==> src/rtl/if_id_pipe_reg.sv <==
// DEPTH-stage IF/ID register chain with stall, flush and synchronous reset.
// Define IF_ID_PIPE_STATS_EN to add stall/flush/bubble event counters.
module if_id_pipe_reg #(
  parameter int                IW       = 32,
  parameter int                AW       = 32,
  parameter int                DEPTH    = 1,
  parameter logic [IW-1:0]     NOP_INST = '0
) (
  input  logic          CLK,
  input  logic          RST,
  input  logic          in_valid,
  input  logic [IW-1:0] in_inst,
  input  logic [AW-1:0] in_PCplus4,
  input  logic          stall,
  input  logic          flush,
  output logic          out_valid,
  output logic [IW-1:0] inst,
  output logic [AW-1:0] PCplus4
`ifdef IF_ID_PIPE_STATS_EN
  ,
  output logic [31:0]   stat_stall_cnt,
  output logic [31:0]   stat_flush_cnt,
  output logic [31:0]   stat_bubble_cnt
`endif
);

  logic          valid_q [DEPTH];
  logic          valid_d [DEPTH];
  logic [IW-1:0] inst_q  [DEPTH];
  logic [IW-1:0] inst_d  [DEPTH];
  logic [AW-1:0] pc_q    [DEPTH];
  logic [AW-1:0] pc_d    [DEPTH];

  // Invalid entries always carry bubble data, so the outputs need no masking.
  always_comb begin
    for (int k = 0; k < DEPTH; k++) begin
      valid_d[k] = valid_q[k];
      inst_d[k]  = inst_q[k];
      pc_d[k]    = pc_q[k];
    end
    if (flush) begin
      for (int k = 0; k < DEPTH; k++) begin
        valid_d[k] = 1'b0;
        inst_d[k]  = NOP_INST;
        pc_d[k]    = '0;
      end
    end else if (!stall) begin
      valid_d[0] = in_valid;
      inst_d[0]  = in_valid ? in_inst : NOP_INST;
      pc_d[0]    = in_valid ? in_PCplus4 : '0;
      for (int k = 1; k < DEPTH; k++) begin
        valid_d[k] = valid_q[k-1];
        inst_d[k]  = inst_q[k-1];
        pc_d[k]    = pc_q[k-1];
      end
    end
  end

  always_ff @(posedge CLK) begin
    if (RST) begin
      for (int k = 0; k < DEPTH; k++) begin
        valid_q[k] <= 1'b0;
        inst_q[k]  <= NOP_INST;
        pc_q[k]    <= '0;
      end
    end else begin
      for (int k = 0; k < DEPTH; k++) begin
        valid_q[k] <= valid_d[k];
        inst_q[k]  <= inst_d[k];
        pc_q[k]    <= pc_d[k];
      end
    end
  end

  assign out_valid = valid_q[DEPTH-1];
  assign inst      = inst_q[DEPTH-1];
  assign PCplus4   = pc_q[DEPTH-1];

`ifdef IF_ID_PIPE_STATS_EN
  logic [31:0] stall_cnt_q, stall_cnt_d;
  logic [31:0] flush_cnt_q, flush_cnt_d;
  logic [31:0] bubble_cnt_q, bubble_cnt_d;

  // A stall under flush is not a hold, so it is not counted as a stall.
  always_comb begin
    stall_cnt_d  = stall_cnt_q  + {31'd0, (stall && !flush)};
    flush_cnt_d  = flush_cnt_q  + {31'd0, flush};
    bubble_cnt_d = bubble_cnt_q + {31'd0, !out_valid};
  end

  always_ff @(posedge CLK) begin
    if (RST) begin
      stall_cnt_q  <= '0;
      flush_cnt_q  <= '0;
      bubble_cnt_q <= '0;
    end else begin
      stall_cnt_q  <= stall_cnt_d;
      flush_cnt_q  <= flush_cnt_d;
      bubble_cnt_q <= bubble_cnt_d;
    end
  end

  assign stat_stall_cnt  = stall_cnt_q;
  assign stat_flush_cnt  = flush_cnt_q;
  assign stat_bubble_cnt = bubble_cnt_q;
`endif

endmodule

==> config.mk <==
export PLATFORM = sky130hd
export DESIGN_NAME = if_id_pipe_reg
export DESIGN_NICKNAME = d
export VERILOG_FILES = /design/src/rtl/if_id_pipe_reg.sv
export SDC_FILE = /design/constraint.sdc
export NUM_CORES = 1
export LEC_CHECK = 0
export ABC_CLOCK_PERIOD_IN_PS = 1190
export BUFFER_PORTS_ARGS = -buffer_cell sky130_fd_sc_hd__buf_2
export CAP_MARGIN = 20
export CORE_ASPECT_RATIO = 1.75
export CORE_MARGIN = 1.5
export CORE_UTILIZATION = 35
export CTS_CLUSTER_SIZE = 25
export DETAILED_ROUTE_END_ITERATION = 16
export GPL_TIMING_DRIVEN = 0
export PLACE_DENSITY = 0.6
export SLEW_MARGIN = 20
export SYNTH_ARGS = -nofsm -noshare
export SYNTH_HDL_FRONTEND = slang
export SYNTH_SLANG_ARGS = --single-unit
==> constraint.sdc <==
create_clock -name CLK -period 1.19 [get_ports CLK]
set_clock_uncertainty 0.15 [all_clocks]
set_input_delay 0.238 -clock CLK [delete_from_list [all_inputs] [get_ports CLK]]
set_output_delay 0.238 -clock CLK [all_outputs]
set_load 0.05 [all_outputs]
==> results.cfg <==
[final_layout]
drive_gt1_share_pct = 66.74
layout_commonest_cell = buf_2
final_cell_mix = buf_2 (84), nand2_1 (64), nand3b_1 (64), dfxtp_2 (64), a21oi_2 (50)
fin_area_um2 = 4547
antennaDiodeCount = 0
nets = 512
area_growth_pct = 66.32

[sta]
worst_slack_ns = -0.02940
fmax_mhz = 820.1
period_needed_ns = 1.219
setup_viol = 64
slew_headroom_pct = 70.45
worst_slew_pin_slew_ns = 0.4432
grt_setup_unrepaired = yes
fin_crit_sh_pct = 102.5
final-hold-violation-count = 0
timing.hold.ws_ns = 0.02212
setup_tns_ns = -0.7621
maxSlewViolCount = 0

[placement]
gp_congestion = 0.7928
place_area_um2 = 3500
port_buffers = 131
hpwl_mm = 5.322

[clock_tree]
clk_pin_slew_worst_paths_ns = 0.05
cts_root_buffer = clkbuf_16
clockBufferDepth = 2
cts_tree = done
numCtsBuffers = 9
htree_num_levels = 3
clkLatencyLatePin_ns = 0.33
cts_sinks = 65

[floorplanning]
row_count = 42
initial_core_util_pct = 36.13
die_h_um = 119.9
fp.dieW_um = 69.81
io-pin-count = 134
dieArea_um2 = 8371
core_area_um2 = 7567

[global_route]
use_met1_pct = 21.14
grt_max_degree = 11
grt.busiest_layer = met2
grt_pass1_vias = 2609
globalRouteMet3Util_pct = 3.023
grt-ovfl-total = 0
use_met2_pct = 32.38
grt_pass1_wl_mm = 12.31
grtUsageTotal_pct = 18.75
antenna_found_initial = 0

[logic_synthesis]
synthCells = 288
ys_ff_latch = 65
syn_nets = 357
seq_area_frac_synth_pct = 47.60
syn_avg_cell_area_um2 = 9.493
ys_warn_count = 0
synth_area_um2 = 2734
yosysUniqueCellTypes = 12

[worst_setup_path]
path_cells = buf_8
critPathMaxStageDelay_ns = 0.35
cp_data_required_time_ns = 0.80
endpoint_kind = output port
r2r_cells = 4
critPathSlowestCell = dfxtp_2
startpoint_type = register
crit_fanout = 2
worstPathArrival_ns = 0.83
cp.depth = 1
path_class = reg2out
path_delay_family = flip-flops
path_buf_inv = 1

[min_path]
whs_path_depth = 3
hold_class = in2reg

[flow_run]
cap_violations = 0

[pwr]
p_per_area_nw_per_um2 = 1194
worst_ir_drop_vdd_mv = 0.9693
leakagePower_uw = 0.001782

[detailed_routing]
dr.first_iter.drc_count = 88
viasPerCell = 4.804
drt_first_pass_iters = 4
ant_nets = 0
vias = 2575
drc = 0
wl_per_cell_um = 14.30
wirelength_mm = 7.664

[status]
status = finished, violations left
violations = setup timing
==> layout make-up <==
cell class | count | area, um^2
plain buffers | 28 | 183.9
clock buffers | 13 | 260.3
clock inverters | 3 | 15.01
fillers | 650 | 3020
multi-input cells | 195 | 1249
flip-flops and latches | 65 | 1385
well taps | 88 | 110.1
repair buffers | 144 | 1344
==> metal layers <==
metal	part of all wire (%)	vias to the layer above
met5	0	-
met3	4.6	15
met4	3.1	0
met1	39	1196
met2	53	81
li1	-	1283
==> logic make-up (layout without fill, tap and decap cells) <==
kind of cell    Yosys count  count (layout)  share of synthesized area [%]
buf+inv                  28             188                          6.728
compound gates           64              64                          18.58
flops                    65              65                          47.60
mux                       1               1                         0.3661
simple gates            130             130                          26.73
==> path summary, 6_finish.rpt <==
kind	from	endpoint	slack, ns
hold / removal	in_inst[28]	inst_q[0][28]	0.02
hold reg to reg	inst_q[0][31]	inst_q[0][31]	0.31
setup reg to reg	inst_q[0][7]	inst_q[0][7]	0.25
setup / recovery	inst_q[0][0]	inst[0]	-0.03
==> per-stage QoR <==
step | setup slack, ns | instances | util, % | total power [uW]
after floorplan | 0.1329 | 288 | - | 2723
after global placement | -0.04454 | 507 | 46.25 | 2945
after detailed placement | -0.06580 | 507 | 46.25 | 2950
after CTS | -0.04386 | 529 | 58.65 | 5480
after global routing | -0.05308 | 536 | 60.09 | 5648
final | -0.02940 | 536 | 60.09 | 5431
==> synthesized netlist by cell type (all sizes together) <==
cell    instances  area (um^2)
a21oi          64        508.0
buf            26        176.4
clkbuf          2        7.510
dfxtp          65         1301
mux2i           1        10.01
nand2          64        240.2
nand3b         64        480.5
nor2            1        3.750
or2             1        6.260
==> repair_timing <==
action / CTS / global route
endpoints found under the setup margin: 65 / 65
buffers inserted: 6 / 7
resized for setup: 230 / 15
hold buffers: 0 / 0
cloned: 0 / 0
==> power by group <==
part | switching [uW] | internal, uW
clock | 908 | 1510
combinational | 418 | 326
sequential | 37.5 | 2230
==> state kept, by name (all words and copies together), names as in the netlist <==
register and flops:
pc_q 32, inst_q 32, valid_q 1
Power figures use the tool's default switching activity.
